### config.mk
export PLATFORM = sky130hd
export DESIGN_NAME = snn_config_loader_flat
export DESIGN_NICKNAME = d
export VERILOG_FILES = /design/src/rtl/snn_cfg_pkg.sv /design/src/rtl/snn_config_loader_if.sv /design/src/rtl/snn_cfg_byte_reg.sv /design/src/rtl/snn_config_loader.sv /design/src/flat_wrapper.sv
export SDC_FILE = /design/constraint.sdc
export NUM_CORES = 2
export LEC_CHECK = 0
export BUFFER_PORTS_ARGS = -buffer_cell sky130_fd_sc_hd__clkbuf_2
export CORE_AREA = 4 4 669 671
export DETAILED_ROUTE_END_ITERATION = 10
export DIE_AREA = 0 0 673 675
export PLACE_DENSITY = 0.32
export SLEW_MARGIN = 5
export SYNTH_ARGS = -nofsm -noshare
export SYNTH_HDL_FRONTEND = slang
export SYNTH_SLANG_ARGS = --single-unit
### constraint.sdc
create_clock -name clk -period 2.16 [get_ports clk]
set_input_delay 0.108 -clock clk [delete_from_list [all_inputs] [get_ports clk]]
set_output_delay 0.108 -clock clk [all_outputs]
set_load 0.02 [all_outputs]
### src/rtl/snn_cfg_pkg.sv
// rtl/snn_cfg_pkg.sv - shared sizes, address map and FSM encoding for the SNN config loader
package snn_cfg_pkg;

  localparam int WEIGHT_BYTES = 144;
  localparam int DELAY_BYTES  = 64;
  localparam int PARAM_BYTES  = 3;
  localparam int TOTAL_BYTES  = WEIGHT_BYTES + DELAY_BYTES + PARAM_BYTES;

  localparam int WEIGHT_BASE = 0;
  localparam int DELAY_BASE  = WEIGHT_BASE + WEIGHT_BYTES;
  localparam int THRESH_ADDR = DELAY_BASE + DELAY_BYTES;
  localparam int DECAY_ADDR  = THRESH_ADDR + 1;
  localparam int REFRAC_ADDR = THRESH_ADDR + 2;

  typedef enum logic [1:0] {
    ST_IDLE = 2'd0,
    ST_LOAD = 2'd1,
    ST_DONE = 2'd2
  } state_t;

endpackage

### src/rtl/snn_config_loader_if.sv
// rtl/snn_config_loader_if.sv - byte-stream load handshake between host and config loader
interface snn_config_loader_if;
  logic       load_start;
  logic [7:0] data_in;
  logic       data_valid;
  logic       data_ready;

  modport master (output load_start, output data_in, output data_valid, input data_ready);
  modport slave  (input load_start, input data_in, input data_valid, output data_ready);
endinterface

### src/rtl/snn_cfg_byte_reg.sv
// rtl/snn_cfg_byte_reg.sv - one 8-bit configuration byte with sync reset and write enable
module snn_cfg_byte_reg (
  input  logic       clk,
  input  logic       reset,
  input  logic       we,
  input  logic [7:0] d,
  output logic [7:0] q
);

  always_ff @(posedge clk) begin
    if (reset) begin
      q <= 8'h00;
    end else if (we) begin
      q <= d;
    end
  end

endmodule

### src/rtl/snn_config_loader.sv
// rtl/snn_config_loader.sv - assembles the SNN weight/delay/parameter image from a byte stream
module snn_config_loader
  import snn_cfg_pkg::*;
(
  input  logic                      clk,
  input  logic                      reset,
  snn_config_loader_if.slave        cfg,
  output logic [WEIGHT_BYTES*8-1:0] weights,
  output logic [DELAY_BYTES*8-1:0]  delays,
  output logic [7:0]                threshold,
  output logic [7:0]                decay,
  output logic [7:0]                refractory_period,
  output logic [7:0]                byte_count,
  output logic                      config_done,
  output logic                      load_error
);

  state_t state;
  state_t state_next;
  logic   accept;
  logic   last_byte;
  logic [TOTAL_BYTES*8-1:0] image;

  assign cfg.data_ready = (state == ST_LOAD);
  // A restart pulse takes priority over a coincident byte, so that byte is dropped.
  assign accept    = cfg.data_valid && cfg.data_ready && !cfg.load_start;
  assign last_byte = (byte_count == 8'(TOTAL_BYTES - 1));

  always_ff @(posedge clk) begin
    if (reset) begin
      state <= ST_IDLE;
    end else begin
      state <= state_next;
    end
  end

  always_comb begin
    state_next = state;
    if (cfg.load_start) begin
      state_next = ST_LOAD;
    end else if (accept && last_byte) begin
      state_next = ST_DONE;
    end
  end

  always_ff @(posedge clk) begin
    if (reset) begin
      byte_count  <= 8'd0;
      config_done <= 1'b0;
      load_error  <= 1'b0;
    end else begin
      if (cfg.data_valid && (state != ST_LOAD)) begin
        load_error <= 1'b1;
      end
      if (cfg.load_start) begin
        byte_count  <= 8'd0;
        config_done <= 1'b0;
      end else if (accept) begin
        byte_count <= byte_count + 8'd1;
        if (last_byte) begin
          config_done <= 1'b1;
        end
      end
    end
  end

  for (genvar i = 0; i < TOTAL_BYTES; i++) begin : g_bytes
    snn_cfg_byte_reg u_byte (
      .clk   (clk),
      .reset (reset),
      .we    (accept && (byte_count == 8'(i))),
      .d     (cfg.data_in),
      .q     (image[8*i +: 8])
    );
  end

  assign weights           = image[WEIGHT_BASE*8 +: WEIGHT_BYTES*8];
  assign delays            = image[DELAY_BASE*8 +: DELAY_BYTES*8];
  assign threshold         = image[THRESH_ADDR*8 +: 8];
  assign decay             = image[DECAY_ADDR*8 +: 8];
  assign refractory_period = image[REFRAC_ADDR*8 +: 8];

endmodule
### src/flat_wrapper.sv
// flat-port wrapper written by rule: the top's interface ports become plain ports
module snn_config_loader_flat import snn_cfg_pkg::*;
  (clk, reset, weights, delays, threshold, decay, refractory_period, byte_count, config_done, load_error, cfg_load_start, cfg_data_in, cfg_data_valid, cfg_data_ready);
  snn_config_loader_if cfg_i ();
  input  logic clk;
  input  logic reset;
  output logic [WEIGHT_BYTES*8-1:0] weights;
  output logic [DELAY_BYTES*8-1:0] delays;
  output logic [7:0] threshold;
  output logic [7:0] decay;
  output logic [7:0] refractory_period;
  output logic [7:0] byte_count;
  output logic config_done;
  output logic load_error;
  input wire logic [$bits(cfg_i.load_start)-1:0] cfg_load_start;
  input wire logic [$bits(cfg_i.data_in)-1:0] cfg_data_in;
  input wire logic [$bits(cfg_i.data_valid)-1:0] cfg_data_valid;
  output wire logic [$bits(cfg_i.data_ready)-1:0] cfg_data_ready;
  assign cfg_i.load_start = cfg_load_start;
  assign cfg_i.data_in = cfg_data_in;
  assign cfg_i.data_valid = cfg_data_valid;
  assign cfg_data_ready = cfg_i.data_ready;
  snn_config_loader u_core (.clk(clk), .reset(reset), .cfg(cfg_i), .weights(weights), .delays(delays), .threshold(threshold), .decay(decay), .refractory_period(refractory_period), .byte_count(byte_count), .config_done(config_done), .load_error(load_error));
endmodule
After elaboration in Yosys (flattened, before gate mapping)
Index checks and enable logic that the tools add are counted.

Input bits: 12. Bits in registers: 1700. Output and inout port bits: 1699. Word-level logic and storage cells: 650.

Mux-type cells: 2. Add/sub/neg operators: 1. Equality and inequality tests: 212. Reductions and logical operators: 219.

Operator list (number): $eq A8 B8 Y1 const B (83); $eq A8 B7 Y1 const B (64); $eq A8 B6 Y1 const B (32); $logic_and A1 B1 Y1 (214); $eq A8 B5 Y1 const B (16); $eq A8 B4 Y1 const B (8); $eq A8 B3 Y1 const B (4); $eq A8 B2 Y1 const B (2); $add A8 B1 Y8 const B (1); $eq A8 B1 Y1 const B (1); $logic_not A8 Y1 (1); $eq A2 B1 Y1 const B (1); $mux W1 (2); $ne A2 B1 Y1 const B (1); $reduce_and A2 Y1 (1); $reduce_bool A2 Y1 (1); $reduce_or A2 Y1 (1); $logic_not A1 Y1 (1).

Logic depth before layout (Yosys ltp)
Word-level depth: 6. Depth in mapped cells: 7. Mapped depth without buffers: 4.

Hierarchy
A second synthesis with hierarchy kept.

Cell total of the unflattened synthesis: 5860. Area total of the unflattened synthesis: 62104.6 um^2.

Modules (own cells, without submodules): snn_cfg_byte_reg (cells an instance 26, times used 211, area each 285.3 um^2, sequential area each 160.2 um^2); snn_config_loader (cells an instance 374, times used 1, area each 1911.8 um^2, sequential area each 220.2 um^2).

Worst setup path after synthesis
OpenSTA, ideal clock, no wires.

Path type: register -> register. Start point: register u_core.byte_count[0]. End point: register u_core.g_bytes[129].u_byte.q[0]. Period minus slack after synthesis: 2.016 ns. Library setup time: 0.132 ns. Required time: 2.028 ns. Buffers on the path: 2. Path slack: 0.144 ns. Stages on the path, launching flop included: 6. Data arrival time: 1.884 ns. Path through: dfxtp_1 ha_1 buf_2 clkbuf_1 nand4_2 mux2i_1.

Cells in the longest elaborated chain, start to end: 2.

RTL lines: start: declaration (RTL line snn_config_loader.sv:13) `output logic [7:0] byte_count,`; start signal: assignment (RTL line snn_config_loader.sv:59) `byte_count <= byte_count + 8'd1;`; $eq A8 B8 Y1 (RTL line snn_config_loader.sv:71) `.we (accept && (byte_count == 8'(i))),`; $logic_and A1 B1 Y1 (RTL line snn_config_loader.sv:71); end signal: assignment (RTL line snn_cfg_byte_reg.sv:12) `q <= 8'h00;`; end signal: assignment (RTL line snn_cfg_byte_reg.sv:14) `q <= d;`; end: declaration (RTL line snn_cfg_byte_reg.sv:7) `output logic [7:0] q`.

No other way between the ends. A chain may end at the register's enable or synchronous reset.

Worst setup path in the final report
Start point: register u_core.state[0]. End point: register u_core.g_bytes[29].u_byte.q[5].

Cells in the longest elaborated chain, start to end: 4.

RTL lines: start: declaration (RTL line snn_config_loader.sv:18) `state_t state;`; start signal: assignment (RTL line snn_config_loader.sv:33) `state <= state_next;`; $eq A2 B1 Y1 (RTL line snn_config_loader.sv:24) `assign cfg.data_ready = (state == ST_LOAD);`; $logic_and A1 B1 Y1 (2 in a row) (RTL line snn_config_loader.sv:26) `assign accept = cfg.data_valid && cfg.data_ready && !cfg.load_start;`; $logic_and A1 B1 Y1 (RTL line snn_config_loader.sv:71); end signal: assignment (RTL line snn_cfg_byte_reg.sv:12); end signal: assignment (RTL line snn_cfg_byte_reg.sv:14); end: declaration (RTL line snn_cfg_byte_reg.sv:7).

No other way between the ends.

==> metrics.md <==
| Metric | Value |
|---|---|
| Clk buf depth | `4` |
| CTS tree | `yes` |
| R2R setup slack | `0.07 ns` |
| Synth top area cells | `dfxtp_1 53%, mux2i_1 27%, nand2_1 10%` |
| Grt total ovfl | `0` |
| Routed WL per cell | `24.1 um` |
| Worst r2r path cells | `6` |
| Routed Antenna Nets | `0` |
| CTS buffer count | `215` |
| Syn Nets | `5,865` |
| Cells after synthesis | `5,849` |
| Leakage | `48.2 nW` |
| Die H | `675 um` |
| H-tree depth | `4` |
| Slowest stage delay, CP | `0.38 ns` |
| Crit path to | `u_core.g_bytes[29].u_byte.q[5]` |
| Area post-placement | `0.0832 mm2` |
| Mean Syn Cell Area | `10.9 um2` |
| Clock sink count | `1,699` |
| DR vias | `50,400` |
| Worst Max-Slew Pin Slew | `0.880 ns` |
| Netlist cell types | `40` |
| I/O Buffers | `1,710` |
| Setup_tns | `0 ns` |
| Synth top area share | `53.5%` |
| Area occupied by multi-input gates | `0.0276 mm2` |
| Final period util | `96.9%` |
| Top cells by count, synth | `1,704 x nand2_1, 1,699 x dfxtp_1, 1,690 x mux2i_1, 353 x clkbuf_1, 109 x nand4_4` |
| Synthesized area | `0.0636 mm2` |
| FFs w/ async S/R, synth | `0%` |
| Detailed Route Iter0 Violations | `2,351` |
| Data required time of the worst path | `2.88 ns` |
| Crit path kind | `flip-flop to flip-flop` |
| # Max-Cap Violations | `0` |
| Worst VDD drop | `700 uV` |
| Vias per cell | `3.64` |
| Critical Path Fanout Max | `29` |
| # DRC | `0` |
| Worst Setup End Kind | `flip-flop` |
| Reg-to-reg startpoint | `u_core.state[0]` |
| Placeable Area | `0.441 mm2` |
| Post-DP HPWL | `252,000 um` |
| Die width | `673 um` |
| Drt pass-1 iters | `5` |
| Slew Limit Fails | `0` |
| Ratio of cells with drive above 1 in the final layout | `34.6%` |
| Hold crit path type | `input port to flip-flop` |
| Worst EP arrival | `2.82 ns` |
| WP depth | `6` |
| Max Fclk | `0.478 GHz` |
| CP top delay family | `buffers and inverters` |
| Row cnt | `244` |
| RSZ-0062 raised after global routing | `no` |
| Synth warnings | `0` |
| Worst setup path start | `u_core.state[0]` |
| Ys flop type | `dfxtp_1` |
| First-pass GRT wire length | `449,000 um` |
| Layout Skew | `0.0676 ns` |
| Reg clk slew, reported paths | `0.07 ns` |
| CP startpoint kind | `flip-flop` |
| Yosys reg bits | `1,699` |
| NumNets Final | `7,767` |
| CP Buf/Inv Count | `3` |
| Slew HR | `41.3%` |
| Post-Layout Inst Area | `0.0906 mm2` |
| Initial core utilization | `14.4%` |
| Post-layout minimum cycle time | `2.09 ns` |
| Clk root buf | `clkbuf_16` |
| Worst-skew pair later-pin latency | `0.90 ns` |
| Leading area contributor after synthesis | `dfxtp_1` |
| Status | `finished, final reports clean` |
| Cell Chain, Critical Path | `and4bb_4 -> buf_12 -> buf_16 -> nand4_2 -> buf_4 -> mux2i_1` |
| Worst reg2reg endpoint | `u_core.g_bytes[29].u_byte.q[5]` |
| GPL Wtd Cong | `0.782` |
| Total Routing Usage GR | `14.0%` |
| CP max stage cell | `dfxtp_1` |
| Post-synth EDFFs | `0` |
| PD cells | `778 mW/mm2` |
| Boundary pin count | `1,711` |
| Pin count of the biggest net entering global routing | `162` |
| Initial antenna violation count | `16` |
| Die area | `0.454 mm2` |
| Vias in the first global route | `51,000` |
| Fillers | `48,300` |
| Final hold vios | `0` |
| Total Power | `0.0705 W` |
| Most common cell in the netlist | `nand2_1` |
| Routed WL | `334,000 um` |
| Seq/Total Area, Yosys | `53.5%` |
| Area growth, synth to finish | `42.4%` |
| Setup Viol. Count Final | `0` |
| Reg area | `0.0340 mm2` |
## metal layers
layer	vias to the layer above	wire (um)	global-route usage, %
met4	0	11800	4.55
met2	1370	166000	24.6
met5	-	0	0
li1	23600	-	-
met3	382	21100	3.73
met1	25000	135000	16.4
## worst min path at each step
stage / from / end / slack [ns] / cells past startpoint
floorplan: reset / u_core.load_error / 0.18 / 1
global placement: cfg_data_valid / u_core.load_error / 0.41 / 3
detailed placement: cfg_data_valid / u_core.load_error / 0.41 / 3
CTS: cfg_load_start / u_core.state[0] / 0.14 / 3
global route: cfg_load_start / u_core.state[0] / 0.18 / 3
finish: cfg_load_start / u_core.state[0] / 0.23 / 3
## layout make-up
cell class / count / share of cell area (%)
clock buffer: 327 / 7.11
multi-input combinational: 3662 / 30.4
timing repair buffer: 2166 / 15.9
sequential: 1699 / 37.5
clock inverter: 69 / 0.835
inverter: 7 / 0.0373
tap: 5904 / 8.15
antenna: 11 / 0.0304
## timing repair
item	4_1_cts	5_1_grt
resized for setup	9	2
hold buffers	12	0
setup endpoints to repair	140	8
hold endpoints to repair	1560	0
buffers inserted	4	0
## sequential cells by signal, summed over array words and instances (netlist names)
name and count:
u_core.state 1, u_core.g_bytes.u_byte.q 1688, u_core.byte_count 8, u_core.load_error 1
u_core.config_done 1
## through the flow
stage	hold slack (ns)	util (%)	setup WS, ns	cells
after floorplan	0.180	-	0.144	5849
after global placement	0.408	18.9	-0.0888	13400
after detailed placement	0.410	18.9	-0.0869	13400
after CTS	0.139	20.5	0.0150	13800
after global routing	0.182	20.5	0.00431	13800
final	0.234	20.5	0.0679	13800
## kinds of logic after synthesis
logic type	after synthesis	share of synthesized area (%)
DFF	1699	53.5
and+or+nand+nor	1955	16.2
muxes	1690	26.6
buffers and inverters	488	3.51
AOI/OAI and AO/OA	13	0.130
adders and majority gates	4	0.0787
## where the power goes
part	switching, W	internal [W]	total [W]
clock	0.0152	0.0215	0.0368
combinational	0.00178	0.000589	0.00237
sequential	0.00000559	0.0313	0.0314
total	0.0170	0.0535	0.0705
## cells in the final DEF, fill, tap and decap left out, drive strengths merged, types with 2 or more instances in the layout
cell / Yosys / routed
buf: 127 / 444
a21oi: 7 / 7
inv: 6 / 12
nand3: 2 / 2
clkbuf: 354 / 2037
nor4: 2 / 2
nor2: 4 / 4
or4: 2 / 2
and4bb: 7 / 7
nor4b: 4 / 4
nand4: 213 / 213
clkinvlp: 0 / 7
mux2i: 1690 / 1690
nor2b: 4 / 4
clkinv: 1 / 49
dfxtp: 1699 / 1699
and4: 2 / 2
ha: 4 / 4
or3: 3 / 3
nand2: 1704 / 1704
dlygate4sd3: 0 / 12
and2: 2 / 2
bufinv: 0 / 8
diode: 0 / 11
and4b: 3 / 3
o31ai: 2 / 2
## worst register-to-register path, cell delays in order, from the launching register on
cell      delay [ns]
dfxtp_1         0.38
and4bb_4        0.30
buf_12          0.21
buf_16          0.35
nand4_2         0.28
buf_4           0.26
mux2i_1         0.14
No activity file was read; power rests on OpenSTA's default activity.
